[src/rtl/sram_arbiter.sv]
// -----------------------------------------------------------------------------
// sram_arbiter
//
// Two-port arbiter in front of the SQI SRAM interface. Port A (audio datapath)
// normally has priority. Port B (host registers) is guaranteed a grant after
// STARVE_LIMIT consecutive A grants made while B was waiting. Each grant runs
// one memory transaction and returns a one-cycle ack to the winning port. A
// watchdog aborts a transaction whose mem_ack never arrives. In that case the
// port gets all-ones read data, its ack, and a sticky timeout_err.
//
// Ports
//   clk          system clock; all logic on the rising edge
//   reset_n      asynchronous active-low reset
//   a_req/a_we/a_addr/a_wdata   port A request, held until a_ack
//   a_rdata/a_ack               port A read data / one-cycle completion
//   b_req/b_we/b_addr/b_wdata   port B request, held until b_ack
//   b_rdata/b_ack               port B read data / one-cycle completion
//   mem_req/mem_we/mem_addr/mem_wdata   request towards the SRAM interface
//   mem_rdata/mem_ack                   response from the SRAM interface
//   timeout_err  sticky watchdog flag
//   clr_err      clears timeout_err; a timeout in the same cycle wins
//
// States
//   state | meaning
//   IDLE  | no transaction; arbitrate among requests
//   BUSY  | mem_req high, waiting for mem_ack or watchdog expiry
//   DONE  | one cycle; ack of the granted port high
// -----------------------------------------------------------------------------
module sram_arbiter #(
    parameter int ADDR_W       = 17,
    parameter int DATA_W       = 16,
    parameter int STARVE_LIMIT = 4,
    parameter int TIMEOUT      = 255
) (
    input  logic              clk,
    input  logic              reset_n,

    input  logic              a_req,
    input  logic              a_we,
    input  logic [ADDR_W-1:0] a_addr,
    input  logic [DATA_W-1:0] a_wdata,
    output logic [DATA_W-1:0] a_rdata,
    output logic              a_ack,

    input  logic              b_req,
    input  logic              b_we,
    input  logic [ADDR_W-1:0] b_addr,
    input  logic [DATA_W-1:0] b_wdata,
    output logic [DATA_W-1:0] b_rdata,
    output logic              b_ack,

    output logic              mem_req,
    output logic              mem_we,
    output logic [ADDR_W-1:0] mem_addr,
    output logic [DATA_W-1:0] mem_wdata,
    input  logic [DATA_W-1:0] mem_rdata,
    input  logic              mem_ack,

    output logic              timeout_err,
    input  logic              clr_err
);

    // The streak counter is at least 3 bits wide and always wide enough to
    // reach STARVE_LIMIT.
    localparam int STREAK_W = ($clog2(STARVE_LIMIT + 1) > 3) ? $clog2(STARVE_LIMIT + 1) : 3;
    localparam int TMO_W    = ($clog2(TIMEOUT + 1) > 1) ? $clog2(TIMEOUT + 1) : 1;

    // The watchdog is a down-counter. It is loaded at the grant and expires on
    // the TIMEOUT-th BUSY cycle, which is the cycle where it reads zero.
    localparam logic [TMO_W-1:0]    TMO_LOAD   = TMO_W'(TIMEOUT - 1);
    localparam logic [STREAK_W-1:0] STREAK_LIM = STREAK_W'(STARVE_LIMIT);
    localparam logic [STREAK_W-1:0] STREAK_MAX = '1;

    typedef enum logic [1:0] {
        IDLE = 2'd0,
        BUSY = 2'd1,
        DONE = 2'd2
    } state_t;

    state_t              state, state_next;
    logic                grant_b, grant_b_next;
    logic [STREAK_W-1:0] a_streak, a_streak_next;
    logic [TMO_W-1:0]    tmo_cnt, tmo_cnt_next;

    logic                mem_req_next;
    logic                mem_we_next;
    logic [ADDR_W-1:0]   mem_addr_next;
    logic [DATA_W-1:0]   mem_wdata_next;
    logic [DATA_W-1:0]   a_rdata_next;
    logic [DATA_W-1:0]   b_rdata_next;
    logic                a_ack_next;
    logic                b_ack_next;
    logic                err_next;

    logic                pick_b;
    logic                finish;
    logic                load_rdata;
    logic [DATA_W-1:0]   resp_data;

    // ------------------------------------------------------------------
    // Next-state and next-output logic
    // ------------------------------------------------------------------
    always_comb begin
        state_next     = state;
        grant_b_next   = grant_b;
        a_streak_next  = a_streak;
        tmo_cnt_next   = tmo_cnt;
        mem_req_next   = mem_req;
        mem_we_next    = mem_we;
        mem_addr_next  = mem_addr;
        mem_wdata_next = mem_wdata;
        a_rdata_next   = a_rdata;
        b_rdata_next   = b_rdata;
        a_ack_next     = 1'b0;
        b_ack_next     = 1'b0;
        err_next       = timeout_err;
        pick_b         = 1'b0;
        finish         = 1'b0;
        load_rdata     = 1'b0;
        resp_data      = mem_rdata;

        // Clear first so that a timeout later in this block overrides it.
        if (clr_err) begin
            err_next = 1'b0;
        end

        case (state)
            IDLE: begin
                if (a_req || b_req) begin
                    pick_b = b_req && (!a_req || (a_streak == STREAK_LIM));

                    if (pick_b || !b_req) begin
                        a_streak_next = '0;
                    end else if (a_streak != STREAK_MAX) begin
                        a_streak_next = a_streak + 1'b1;
                    end

                    grant_b_next   = pick_b;
                    mem_req_next   = 1'b1;
                    mem_we_next    = pick_b ? b_we    : a_we;
                    mem_addr_next  = pick_b ? b_addr  : a_addr;
                    mem_wdata_next = pick_b ? b_wdata : a_wdata;
                    tmo_cnt_next   = TMO_LOAD;
                    state_next     = BUSY;
                end
            end

            BUSY: begin
                if (mem_ack) begin
                    // A completion in the watchdog's final cycle still counts
                    // as normal completion.
                    finish     = 1'b1;
                    load_rdata = !mem_we;
                    resp_data  = mem_rdata;
                end else if (tmo_cnt == '0) begin
                    // An aborted transaction returns all-ones, even for writes.
                    finish     = 1'b1;
                    load_rdata = 1'b1;
                    resp_data  = '1;
                    err_next   = 1'b1;
                end else begin
                    tmo_cnt_next = tmo_cnt - 1'b1;
                end

                if (finish) begin
                    mem_req_next = 1'b0;
                    tmo_cnt_next = '0;
                    state_next   = DONE;
                    if (grant_b) begin
                        b_ack_next = 1'b1;
                        if (load_rdata) begin
                            b_rdata_next = resp_data;
                        end
                    end else begin
                        a_ack_next = 1'b1;
                        if (load_rdata) begin
                            a_rdata_next = resp_data;
                        end
                    end
                end
            end

            DONE: begin
                state_next = IDLE;
            end

            default: begin
                state_next = IDLE;
            end
        endcase
    end

    // ------------------------------------------------------------------
    // State and output registers
    // ------------------------------------------------------------------
    always_ff @(posedge clk or negedge reset_n) begin
        if (!reset_n) begin
            state       <= IDLE;
            grant_b     <= 1'b0;
            a_streak    <= '0;
            tmo_cnt     <= '0;
            mem_req     <= 1'b0;
            mem_we      <= 1'b0;
            mem_addr    <= '0;
            mem_wdata   <= '0;
            a_rdata     <= '0;
            b_rdata     <= '0;
            a_ack       <= 1'b0;
            b_ack       <= 1'b0;
            timeout_err <= 1'b0;
        end else begin
            state       <= state_next;
            grant_b     <= grant_b_next;
            a_streak    <= a_streak_next;
            tmo_cnt     <= tmo_cnt_next;
            mem_req     <= mem_req_next;
            mem_we      <= mem_we_next;
            mem_addr    <= mem_addr_next;
            mem_wdata   <= mem_wdata_next;
            a_rdata     <= a_rdata_next;
            b_rdata     <= b_rdata_next;
            a_ack       <= a_ack_next;
            b_ack       <= b_ack_next;
            timeout_err <= err_next;
        end
    end

endmodule

[config.mk]
export PLATFORM = sky130hd
export DESIGN_NAME = sram_arbiter
export DESIGN_NICKNAME = d
export VERILOG_FILES = /design/src/rtl/sram_arbiter.sv
export SDC_FILE = /design/constraint.sdc
export NUM_CORES = 1
export LEC_CHECK = 0
export BUFFER_PORTS_ARGS = -buffer_cell sky130_fd_sc_hd__buf_2
export CORE_MARGIN = 2
export CORE_UTILIZATION = 48
export DETAILED_ROUTE_END_ITERATION = 12
export PLACE_DENSITY = 0.83
export RECOVER_POWER = 100
export SLEW_MARGIN = 40
export SYNTH_ARGS = -nofsm -noshare
export SYNTH_HDL_FRONTEND = slang
export SYNTH_SLANG_ARGS = --single-unit
[constraint.sdc]
create_clock -name clk -period 2.3 [get_ports clk]
set_input_delay 0.46 -clock clk [delete_from_list [all_inputs] [get_ports clk]]
set_output_delay 0.46 -clock clk [all_outputs]
set_load 0.05 [all_outputs]
* Yosys cells after proc, flatten, opt, wreduce, memory -nomap -nowiden
Index checks and enable logic that the tools add are counted.
** Word-level totals
- Flip-flop bits (word level) :: 84
- Latch bits :: 0
- Memory bits (writable) :: 0
- Memory bits (read-only) :: 0
- Input bits :: 90
- Output and inout port bits :: 70
- Word-level logic and storage cells :: 74
- Memories :: 0
** Operators by class
- Add/sub/neg operators :: 2
- $mul :: 0
- Divide/modulo/power cells :: 0
- Magnitude comparators :: 0
- Eq/ne operators :: 7
- Shift operators :: 0
- Muxes and demuxes :: 33
- Bitwise operators :: 1
- Reduce and logical (&&, ||, !) cells :: 18
** Operator list (count)
- $mux W16 :: 3
- $mux W8 :: 4
- $mux W1 :: 18
- $mux W17 :: 1
- $pmux W8 S2 :: 1
- $reduce_and A4 Y1 :: 3
- $ne A3 B3 Y1 const B :: 3
- $logic_not A8 Y1 :: 1
- $sub A8 B1 Y8 const B :: 1
- $mux W3 :: 2
- $reduce_and A3 Y1 :: 2
- $mux W2 :: 2
- $ne A2 B2 Y1 const B :: 2
- $pmux W2 S2 :: 1
- $reduce_and A2 Y1 :: 2
- $reduce_bool A2 Y1 :: 2
- $add A3 B1 Y3 const B :: 1
- $eq A3 B3 Y1 const B :: 1
- $logic_not A1 Y1 :: 3
- $logic_or A1 B1 Y1 :: 3
- $eq A2 B1 Y1 const B :: 1
- $logic_not A2 Y1 :: 1
- $pmux W1 S2 :: 1
- $logic_and A1 B1 Y1 :: 1
- $not A1 Y1 :: 1

* Logic depth before layout (Yosys ltp)
Gate-level depths: netlist of the first run.
- Depth after elaboration :: 6
- Gate-level depth with buffers :: 8
- Depth with buffers taken out :: 6

* Worst setup path after synthesis of the first run
OpenSTA, ideal clock, no wires.
- Path type :: register to register
- From :: register tmo_cnt[0]
- To :: register tmo_cnt[6]
- Library setup time :: 0.126 ns
- Data arrival time :: 1.550 ns
- Data required time :: 2.174 ns
- Slack :: 0.624 ns
- Cell stages (with the launch flop) :: 7
- Buffers on the path :: 0
- Clock period less this slack :: 1.676 ns
- Cells stage by stage :: dfrtp_1 -> inv_1 -> ha_1 -> nor4b_4 -> nor2_1 -> mux2_1 -> a221o_1
** On the way
- Longest elaborated chain between the ends :: 6
- Elaborated cells on any way between the ends :: 12
- Those cells by class :: 1 x add/sub; 2 x eq/ne; 7 x mux; 2 x reduce/logical
** Ends and longest elaborated chain
- from (decl) :: RTL line 83 : logic [TMO_W-1:0] tmo_cnt, tmo_cnt_next;
- from (signal assigned) :: RTL line 215 : tmo_cnt <= tmo_cnt_next;
- parallel branches: the longest is 6 deep, another holds $sub A8 B1 Y8
Parallel ways; which one is timed is not known. The select of a mux whose other input is x is not followed.
A chain may end at the register's enable or synchronous reset.

* Worst setup path after layout of the first run
- From :: register tmo_cnt[0]
- To :: register b_rdata[3]
** On the way
- Longest elaborated chain between the ends :: 5
- Elaborated cells on any way between the ends :: 9
- Those cells by class :: 7 x mux; 2 x reduce/logical
** Ends and longest elaborated chain
- $logic_not A8 Y1 (*) :: RTL line 155 : end else if (tmo_cnt == '0) begin
- $mux W1 :: RTL line 155
- $mux W1 :: RTL line 149 : if (mem_ack) begin
- $mux W1 :: RTL line 127 : case (state)
- $reduce_and A4 Y1 (no line)
- to (signal assigned) :: RTL line 221 : b_rdata <= b_rdata_next;
- to (decl) :: RTL line 49 : output logic [DATA_W-1:0] b_rdata,
Mark *: on every way between the ends. The rest lies on a longest branch, timed or not. The select of a mux whose other input is x is not followed.

==> results of run 1 <==
cell families after synthesis:
family	Yosys count	share of synthesized area
AOI/OAI and AO/OA	93	0.185
DFF	84	0.559
and+or+nand+nor	77	0.103
muxes	36	0.0966
buffers and inverters	31	0.0393
adders and majority gates	5	0.0167
metal layers:
metal,share of wire,GRT usage,up-vias
li1,-,-,1501
met1,0.43,0.277,1437
met2,0.48,0.341,132
met3,0.074,0.0464,12
met4,0.016,0.0896,0
met5,0,0,-
registers in the layout, summed over array words and instances (netlist names):
signal	count
mem_addr	17
a_rdata	16
b_rdata	16
mem_wdata	16
tmo_cnt	8
a_streak	3
state	2
a_ack	1
b_ack	1
grant_b	1
mem_req	1
mem_we	1
timeout_err	1
worst reg2reg max path: stages (launching register included):
cell and delay [ns]:
sky130_fd_sc_hd__dfrtp_1 0.42, sky130_fd_sc_hd__inv_1 0.09, sky130_fd_sc_hd__ha_1 0.14, sky130_fd_sc_hd__nor4b_4 0.29, sky130_fd_sc_hd__nand3b_1 0.25, sky130_fd_sc_hd__a21oi_4 0.46, sky130_fd_sc_hd__o32a_1 0.25
metrics by stage:
step | utilization | cell area, um^2
finish | 0.626 | 4790
global route | 0.626 | 4790
floorplan | - | 3760
CTS | 0.642 | 4910
detailed placement | 0.611 | 4670
global placement | 0.611 | 4670
synthesized netlist by cell type, types with 2 or more instances:
| cell | n | share of area |
|---|---|---|
| sky130_fd_sc_hd__a21oi_4 | 2 | 0.0087 |
| sky130_fd_sc_hd__ha_1 | 5 | 0.017 |
| sky130_fd_sc_hd__o21ai_1 | 36 | 0.048 |
| sky130_fd_sc_hd__a21o_1 | 2 | 0.0040 |
| sky130_fd_sc_hd__a21oi_1 | 5 | 0.0067 |
| sky130_fd_sc_hd__nand2b_1 | 3 | 0.0050 |
| sky130_fd_sc_hd__inv_1 | 9 | 0.0090 |
| sky130_fd_sc_hd__o32a_1 | 30 | 0.080 |
| sky130_fd_sc_hd__mux2i_1 | 34 | 0.091 |
| sky130_fd_sc_hd__nand3_1 | 6 | 0.0080 |
| sky130_fd_sc_hd__a22o_1 | 3 | 0.0070 |
| sky130_fd_sc_hd__nor3_1 | 3 | 0.0040 |
| sky130_fd_sc_hd__a2bb2oi_1 | 3 | 0.0070 |
| sky130_fd_sc_hd__buf_6 | 2 | 0.0060 |
| sky130_fd_sc_hd__nor2_1 | 8 | 0.0080 |
| sky130_fd_sc_hd__or3_1 | 3 | 0.0050 |
| sky130_fd_sc_hd__nand2_1 | 45 | 0.045 |
| sky130_fd_sc_hd__buf_2 | 4 | 0.0053 |
| sky130_fd_sc_hd__clkbuf_1 | 12 | 0.012 |
| sky130_fd_sc_hd__dfrtp_1 | 84 | 0.56 |
| sky130_fd_sc_hd__buf_4 | 3 | 0.0060 |
| sky130_fd_sc_hd__o21ai_0 | 4 | 0.0053 |
power by group through the flow:
stage | Sequential (mW) | Clock, mW | Combinational (mW)
global route | 2.79 | 1.28 | 4.55
detailed placement | 2.70 | 0 | 4.55
finish | 2.70 | 1.19 | 4.27
floorplan | 4.71 | 0 | 1.39
global placement | 2.67 | 0 | 4.44
CTS | 2.68 | 1.22 | 4.55
layout make-up:
cell class	count	area [um^2]	area share
Clock buffer	9	124	0.0259
Timing Repair Buffer	168	802	0.168
Clock inverter	7	103	0.0214
Inverter	9	33.8	0.00706
Sequential cell	84	2100	0.439
Tap cell	102	128	0.0267
Multi-Input combinational cell	211	1490	0.312
worst max-delay path by stage:
stage	startpoint	slack (ns)	endpoint	depth (start not counted)
finish	tmo_cnt[0]$_DFFE_PN0P_	0.34	b_rdata[3]$_DFFE_PN0P_	6
global route	tmo_cnt[0]$_DFFE_PN0P_	0.12	b_rdata[3]$_DFFE_PN0P_	6
CTS	tmo_cnt[0]$_DFFE_PN0P_	0.41	b_rdata[3]$_DFFE_PN0P_	6
detailed placement	tmo_cnt[0]$_DFFE_PN0P_	0.42	b_rdata[3]$_DFFE_PN0P_	6
global placement	tmo_cnt[0]$_DFFE_PN0P_	0.49	b_rdata[10]$_DFFE_PN0P_	6
floorplan	tmo_cnt[0]$_DFFE_PN0P_	0.62	tmo_cnt[6]$_DFFE_PN0P_	6
==> flow_metrics.tcl, run 1 <==
set metrics [dict create \
    numCtsBuffers 9 \
    min_to "timeout_err$_DFF_PN0_" \
    grt_usage 0.212 \
    layout_common_cells "sky130_fd_sc_hd__buf_2 (88), sky130_fd_sc_hd__dfrtp_1 (84), sky130_fd_sc_hd__clkbuf_1 (72)" \
    syn-mean-instance-area_um2 11.5 \
    netlist_area_um2 3760 \
    clock-skew-final_ns 0.0154 \
    rr_startpoint "tmo_cnt[0]$_DFFE_PN0P_" \
    r2r_cells 6 \
    clock_power_share 0.146 \
    grt_overflow_total 0 \
    synth-async-reset-ratio 1.00 \
    initial_antenna_violation_count 0 \
    synth.yosys.seq_area_share 0.559 \
    hold_slack_ns 0.279 \
    finalSetupViolations 0 \
    drtAntennaViolNets 0 \
    clock_latency_reported_for_the_late_side_of_the_worst_skew_pair_ns 0.36 \
    number_of_synthesized_flops_with_an_enable_pin 0 \
    first_global_vias 3010 \
    crit_path_slowest_cell "sky130_fd_sc_hd__a21oi_4" \
    finalWeightedCongestion 0.812 \
    pin_count_of_the_biggest_net_entering_global_routing 68 \
    post-route-min-period_ns 1.96 \
    pre_cts_ws_ns 0.422 \
    setup_slack_ns 0.339 \
    number_of_detailed_route_iterations_in_the_first_pass 4 \
    p_per_area_nw_per_um2 1710 \
    timing.critical_path.slowest_cell_delay_ns 0.46 \
    post_cts_resize_count 0 \
    buffer_ports.inserted 159 \
    min_path_cells 2 \
    post-place-cells 573 \
    n_antenna_cell 0 \
    ys_types 42 \
    detailedPlacementHpwl_um 6690 \
    die_h_um 92.5 \
    stdcell_count 590 \
    clkTransAtPathRegs_ns 0.09 \
    fraction_of_layout_instances_using_a_drive_strength_above_1 0.246 \
    synth_flop_cell "sky130_fd_sc_hd__dfrtp_1" \
    drc_errors 0 \
    end_kind "flip-flop" \
    pin_count 160 \
    final-max-slew-violation-count 0 \
    worst_ir_drop_vdd_v 0.000952 \
    power.net_switching_mw 4.35 \
    cp-start-kind "flip-flop" \
    setup_tns_ns 0 \
    clockRootBuffer "sky130_fd_sc_hd__clkbuf_8" \
    worstPathMaxFanout 15 \
    drt-vias-per-instance 5.22 \
    syn-instance-count 326 \
    power.static_leakage_nw 2.31 \
    mostFrequentLayoutCell "sky130_fd_sc_hd__buf_2" \
    first_pass_grt_wire_length_um 14200 \
    clock.fmax_ghz 0.510 \
    finalCritPeriodShare 0.853 \
    sequential_cell_fraction_of_total_power 0.331 \
    drt-total-wl_um 8890 \
    drt-initial-drc-count 118 \
    critical_path_arrival_ns 2.25 \
    launch_point_of_the_worst_hold_path "clr_err" \
    row_count 32 \
    power.switching_fraction 0.532 \
    post_synthesis_register_bit_count 84 \
    mappedNetlistNets 421 \
    cts_tree "built" \
    layout-area-overhead-vs-synth_pct 27.4 \
    floorplan.die_area_um2 8550 \
    worst_slew_margin_relative_to_its_limit 0.339 \
    rsz0062_at_grt "false" \
    crit_family "compound AO/OA/AOI/OAI gates" \
    tightest_slew_ns 0.992 \
    run_status "finished clean" \
    final_nets 578 \
    cts_buffer_depth 2 \
    required_time_of_the_critical_path_ns 2.59 \
    htreeDepth 3 \
    reg_to_reg_setup_timing_slack_ns 0.34 \
    critPathKind "reg -> reg" \
    critPathBufInv 1 \
    route.detailed.wl_per_inst_um 15.1 \
    cts_sinks 84 \
    cts_hold_buffers 1 \
    die_x_um 92.5 \
    postCtsSetupBuffers 0 \
    vias 3082 \
    timing_hold_violations_final 0 \
    ys.warnings.count 0 \
    internal-power_mw 3.82 \
    core_area_um2 7650 \
    final.fill_count 673 \
    relative_contribution_of_combinational_cells_to_total_power 0.523 \
    critical_path.cell_chain "inv_1 -> ha_1 -> nor4b_4 -> nand3b_1 -> a21oi_4 -> o32a_1" \
    max-cap-violations 0 \
    worstReg2RegEnd "b_rdata[3]$_DFFE_PN0P_" \
    report.power.total_mw 8.16 \
    holdCritPathClass "in -> reg" \
    start_util 0.491 \
]
Power figures use the tool's default switching activity.
==> run 2, diff against run 1 <==
BUFFER_PORTS_ARGS = unset   (was -buffer_cell sky130_fd_sc_hd__buf_2)
CORE_UTILIZATION = 50   (was 48)
DONT_BUFFER_PORTS = 1   (was unset)
PLACE_DENSITY = 0.68   (was 0.83)
REMOVE_ABC_BUFFERS = 1   (was unset)
==> run 2 against run 1 <==
Compared with the run above: the run now ends with negative hold slack left; register-to-register slack worse by 0.03 ns; final cell count is 28% lower; critical path depth stayed put; sequential power is 79% higher; global-route usage is 1.2 points lower; first-iteration DRC count is 5.1% lower; maximum frequency is 1.6% lower; setup slack worse by 0.031 ns; clock power is 12% lower; non-clock buffer count is 160 lower.
==> flow_metrics.tcl, run 2 (synthesis results as in run 1) <==
set metrics [dict create \
    run_status "finished with violations" \
    failed_checks "negative hold slack" \
    start_util 0.518 \
    timing_hold_violations_final 84 \
    clockRootBuffer "sky130_fd_sc_hd__clkbuf_8" \
    rr_startpoint "tmo_cnt[0]$_DFFE_PN0P_" \
    holdCritPathClass "in -> async" \
    tightest_slew_ns 0.770 \
    drt-total-wl_um 8020 \
    clock_latency_reported_for_the_late_side_of_the_worst_skew_pair_ns 0.34 \
    core_area_um2 7250 \
    vias 2521 \
    fraction_of_layout_instances_using_a_drive_strength_above_1 0.0976 \
    post_cts_resize_count 0 \
    postCtsSetupBuffers 0 \
    first_global_vias 2515 \
    worstReg2RegEnd "b_rdata[13]$_DFFE_PN0P_" \
    finalSetupViolations 0 \
    layout_common_cells "sky130_fd_sc_hd__dfrtp_1 (84), sky130_fd_sc_hd__nand2_1 (45), sky130_fd_sc_hd__o21ai_0 (36)" \
    clkTransAtPathRegs_ns 0.09 \
    die_h_um 90.7 \
    mostFrequentLayoutCell "sky130_fd_sc_hd__dfrtp_1" \
    number_of_detailed_route_iterations_in_the_first_pass 4 \
    worst_ir_drop_vdd_v 0.000690 \
    p_per_area_nw_per_um2 1870 \
    final.fill_count 639 \
    end_kind "flip-flop" \
    die_x_um 90.7 \
    ff_latch_area_um2 2100 \
    finalCritPeriodShare 0.866 \
    flip_flop_count_of_the_largest_register_all_copies_and_words_added 17 \
    finalWeightedCongestion 0.800 \
    cts_buffer_depth 2 \
    final-max-slew-violation-count 0 \
    drc_errors 0 \
    first_pass_grt_wire_length_um 13000 \
    cts_sinks 84 \
    cts_tree "built" \
    floorplan.die_area_um2 8220 \
    drt-vias-per-instance 5.90 \
    max-cap-violations 0 \
    htreeDepth 3 \
    critical_path.startpoint "tmo_cnt[0]$_DFFE_PN0P_" \
    rsz0062_at_grt "false" \
    post-route-min-period_ns 1.99 \
    drtAntennaViolNets 0 \
    worstPathMaxFanout 15 \
    multiInputGateArea_um2 1490 \
    required_time_of_the_critical_path_ns 2.58 \
    row_count 31 \
    worst_slew_margin_relative_to_its_limit 0.487 \
    critical_path_arrival_ns 2.28 \
    final_nets 418 \
    pre_cts_ws_ns 0.392 \
    hold_slack_ns -0.201 \
    setup_slack_ns 0.308 \
    route.detailed.wl_per_inst_um 18.8 \
    drt-initial-drc-count 112 \
    clock.fmax_ghz 0.502 \
    pin_count_of_the_biggest_net_entering_global_routing 85 \
    grt_usage 0.200 \
    power.static_leakage_nw 1.85 \
    numCtsBuffers 9 \
    buffer_ports.inserted 0 \
    critPathKind "reg -> reg" \
    r2r_cells 6 \
    cp-start-kind "flip-flop" \
    clock-skew-final_ns 0.00567 \
    pin_count 160 \
    detailedPlacementHpwl_um 5720 \
    register_with_the_highest_flop_count "mem_addr" \
    critPathCapture "b_rdata[13]$_DFFE_PN0P_" \
    grt_overflow_total 0 \
    initial_antenna_violation_count 0 \
    reg_to_reg_setup_timing_slack_ns 0.31 \
    layout-area-overhead-vs-synth_pct 6.96 \
    n_antenna_cell 0 \
]
[run 2: how the worst min path moves through the flow]
stage                 start                     end  slack, ns  cells after the start
floorplan           reset_n         a_ack$_DFF_PN0_       0.16                      0
global placement    reset_n   timeout_err$_DFF_PN0_       0.17                      0
detailed placement  reset_n         a_ack$_DFF_PN0_       0.17                      0
CTS                 reset_n  b_rdata[0]$_DFFE_PN0P_      -0.22                      0
global route        reset_n    state[1]$_DFFE_PN0P_      -0.23                      0
finish              reset_n  tmo_cnt[6]$_DFFE_PN0P_      -0.20                      0
[run 2: routing by layer]
layer | GRT usage | share of wire | vias to the layer above
li1 | - | - | 1181
met1 | 0.258 | 0.41 | 1196
met2 | 0.305 | 0.47 | 132
met3 | 0.0735 | 0.096 | 12
met4 | 0.0795 | 0.018 | 0
met5 | 0 | 0 | -
[run 2: where the power goes]
group          internal [mW]  switching [mW]  leakage [nW]
logic                  0.717           0.904         0.742
registers               2.15            2.67          1.01
clock network          0.510           0.543         0.104
[run 2: critical path, stage by stage, from the launching register on]
cell                       delay (ns)
sky130_fd_sc_hd__dfrtp_1         0.43
sky130_fd_sc_hd__inv_1           0.10
sky130_fd_sc_hd__ha_1            0.15
sky130_fd_sc_hd__nor4b_4         0.30
sky130_fd_sc_hd__nand3b_1        0.26
sky130_fd_sc_hd__a21oi_4         0.45
sky130_fd_sc_hd__o32a_1          0.23
[run 2: final cells by class]
cell class                 count  area share
clock buffer                   9      0.0308
clock inverter                 7      0.0187
sequential                    84       0.523
multi-input combinational    211       0.372
timing repair buffer           8      0.0165
tap                           99      0.0308
inverter                       9     0.00841
[run 2: stage by stage]
stage / std cells / total power, mW / area (um^2) / TNS, ns / util
finish: 427 / 7.50 / 4020 / 0 / 0.554
detailed placement: 411 / 6.58 / 3840 / 0 / 0.530
global placement: 411 / 6.50 / 3840 / 0 / 0.530
CTS: 427 / 7.63 / 4040 / 0 / 0.557
floorplan: 304 / 6.02 / 3640 / -8.82 / -
global route: 427 / 7.93 / 4020 / 0 / 0.554
==> run 3, diff against run 2 <==
CORE_MARGIN = unset   (was 2)
==> run 3 against run 2 <==
Compared with the run above: the flow still finishes with violations (negative hold slack); worst hold slack better by 0.0024 ns; setup slack worse by 0.023 ns; first-iteration DRC count is 18% lower; sequential share of layout area stayed put; combinational power about the same; final cell count unchanged; register-to-register slack worse by 0.02 ns; flip-flop and latch count unchanged; sequential power about the same; critical path type unchanged; highest routed layer unchanged.
==> flow_metrics.tcl, run 3 (synthesis results as in run 1) <==
set metrics [dict create \
    run_status "finished with violations" \
    failed_checks "negative hold slack" \
    post_cts_resize_count 0 \
    critical_path.cell_chain "inv_1 -> ha_1 -> nor4b_4 -> nand3b_1 -> a21oi_4 -> o32a_1" \
    first_global_vias 2423 \
    cts_sinks 84 \
    hold_slack_ns -0.199 \
    finalCritPeriodShare 0.876 \
    vias 2561 \
    cts_buffer_depth 2 \
    finalSetupViolations 0 \
    numCtsBuffers 9 \
    layout_common_cells "sky130_fd_sc_hd__dfrtp_1 (84), sky130_fd_sc_hd__nand2_1 (45), sky130_fd_sc_hd__o21ai_0 (36)" \
    reg_to_reg_setup_timing_slack_ns 0.29 \
    die_h_um 88.7 \
    rsz0062_at_grt "false" \
    pin_count 160 \
    drt-initial-drc-count 92 \
    row_count 31 \
    cp-start-kind "flip-flop" \
    flip_flop_count_of_the_largest_register_all_copies_and_words_added 17 \
    end_kind "flip-flop" \
    clkTransAtPathRegs_ns 0.09 \
    r2r_cells 6 \
    die_x_um 88.7 \
    final_nets 418 \
    setup_slack_ns 0.285 \
    critPathCapture "b_rdata[4]$_DFFE_PN0P_" \
    pin_count_of_the_biggest_net_entering_global_routing 85 \
    layout-area-overhead-vs-synth_pct 6.96 \
    buffer_ports.inserted 0 \
    final-max-slew-violation-count 0 \
    grt_usage 0.209 \
    required_time_of_the_critical_path_ns 2.59 \
    clockRootBuffer "sky130_fd_sc_hd__clkbuf_8" \
    floorplan.die_area_um2 7870 \
    critical_path_arrival_ns 2.30 \
    crit_path_slowest_cell "sky130_fd_sc_hd__a21oi_4" \
    initial_antenna_violation_count 0 \
    drtAntennaViolNets 0 \
    first_pass_grt_wire_length_um 12300 \
    drt-total-wl_um 8020 \
    htreeDepth 3 \
    route.detailed.wl_per_inst_um 18.8 \
    crit_family "compound AO/OA/AOI/OAI gates" \
    worst_ir_drop_vdd_v 0.000784 \
    stdcell_count 427 \
    clock.fmax_ghz 0.496 \
    pre_cts_ws_ns 0.415 \
    post-place-cells 411 \
    crit_cells 6 \
    critPathKind "reg -> reg" \
    p_per_area_nw_per_um2 1880 \
    clock_latency_reported_for_the_late_side_of_the_worst_skew_pair_ns 0.34 \
    number_of_detailed_route_iterations_in_the_first_pass 4 \
    mostFrequentLayoutCell "sky130_fd_sc_hd__dfrtp_1" \
    core_area_um2 7250 \
    n_antenna_cell 0 \
    holdCritPathClass "in -> async" \
    timing.critical_path.slowest_cell_delay_ns 0.46 \
    power.static_leakage_nw 1.86 \
    critical_path.startpoint "tmo_cnt[0]$_DFFE_PN0P_" \
    worstPathMaxFanout 15 \
    timing_hold_violations_final 84 \
    finalWeightedCongestion 0.800 \
    post-route-min-period_ns 2.01 \
    detailedPlacementHpwl_um 5640 \
    rr_startpoint "tmo_cnt[0]$_DFFE_PN0P_" \
    tightest_slew_ns 0.682 \
    cts_tree "built" \
    final.fill_count 664 \
    max-cap-violations 0 \
    worstReg2RegEnd "b_rdata[4]$_DFFE_PN0P_" \
    drc_errors 0 \
    fraction_of_layout_instances_using_a_drive_strength_above_1 0.0945 \
    postCtsSetupBuffers 0 \
    drt-vias-per-instance 6.00 \
    clock-skew-final_ns 0.00852 \
    grt_overflow_total 0 \
    register_with_the_highest_flop_count "mem_addr" \
    worst_slew_margin_relative_to_its_limit 0.545 \
    critPathBufInv 1 \
    start_util 0.518 \
]
run 3: layout make-up:
type                       instances  area, um^2  share of cell area
clock buffer                      10         128              0.0318
clock inverter                     6        70.1              0.0174
inverter                           9        33.8             0.00841
multi-input combinational        211        1490               0.371
sequential                        84        2100               0.523
tap                               99         124              0.0308
timing repair buffer               8        70.1              0.0174
run 3: power breakdown:
group / internal (mW) / switching [mW] / total [mW]
combinational: 0.726 / 0.918 / 1.64
sequential: 2.15 / 2.69 / 4.84
clock: 0.514 / 0.540 / 1.05
run 3: worst register-to-register path: stages (launching register included):
cell                       delay [ns]
sky130_fd_sc_hd__dfrtp_1         0.43
sky130_fd_sc_hd__inv_1           0.10
sky130_fd_sc_hd__ha_1            0.16
sky130_fd_sc_hd__nor4b_4         0.30
sky130_fd_sc_hd__nand3b_1        0.26
sky130_fd_sc_hd__a21oi_4         0.46
sky130_fd_sc_hd__o32a_1          0.25
run 3: worst min path at each step:
stage | from | to | slack (ns) | depth (start not counted)
2_1_floorplan | reset_n | a_ack$_DFF_PN0_ | 0.16 | 0
3_3_place_gp | reset_n | tmo_cnt[4]$_DFFE_PN0P_ | 0.17 | 0
3_5_place_dp | reset_n | a_rdata[15]$_DFFE_PN0P_ | 0.17 | 0
4_1_cts | reset_n | mem_wdata[7]$_DFFE_PN0P_ | -0.22 | 0
5_1_grt | reset_n | a_rdata[12]$_DFFE_PN0P_ | -0.23 | 0
6_report | reset_n | tmo_cnt[5]$_DFFE_PN0P_ | -0.20 | 0
run 3: metrics by stage:
step	power [mW]	cell area [um^2]	util	TNS, ns	hold WS, ns
3_3_place_gp	6.52	3840	0.530	0	0.167
2_1_floorplan	6.02	3640	-	-8.82	0.164
6_report	7.54	4020	0.554	0	-0.199
4_1_cts	7.68	4040	0.557	0	-0.223
5_1_grt	7.96	4020	0.554	0	-0.227
3_5_place_dp	6.61	3840	0.530	0	0.166
run 3: per-layer routing:
| metal | track usage | wire, um |
|---|---|---|
| met2 | 0.345 | 3860 |
| met3 | 0.0578 | 726 |
| met5 | 0 | 0 |
| met1 | 0.259 | 3290 |
| met4 | 0.0850 | 133 |
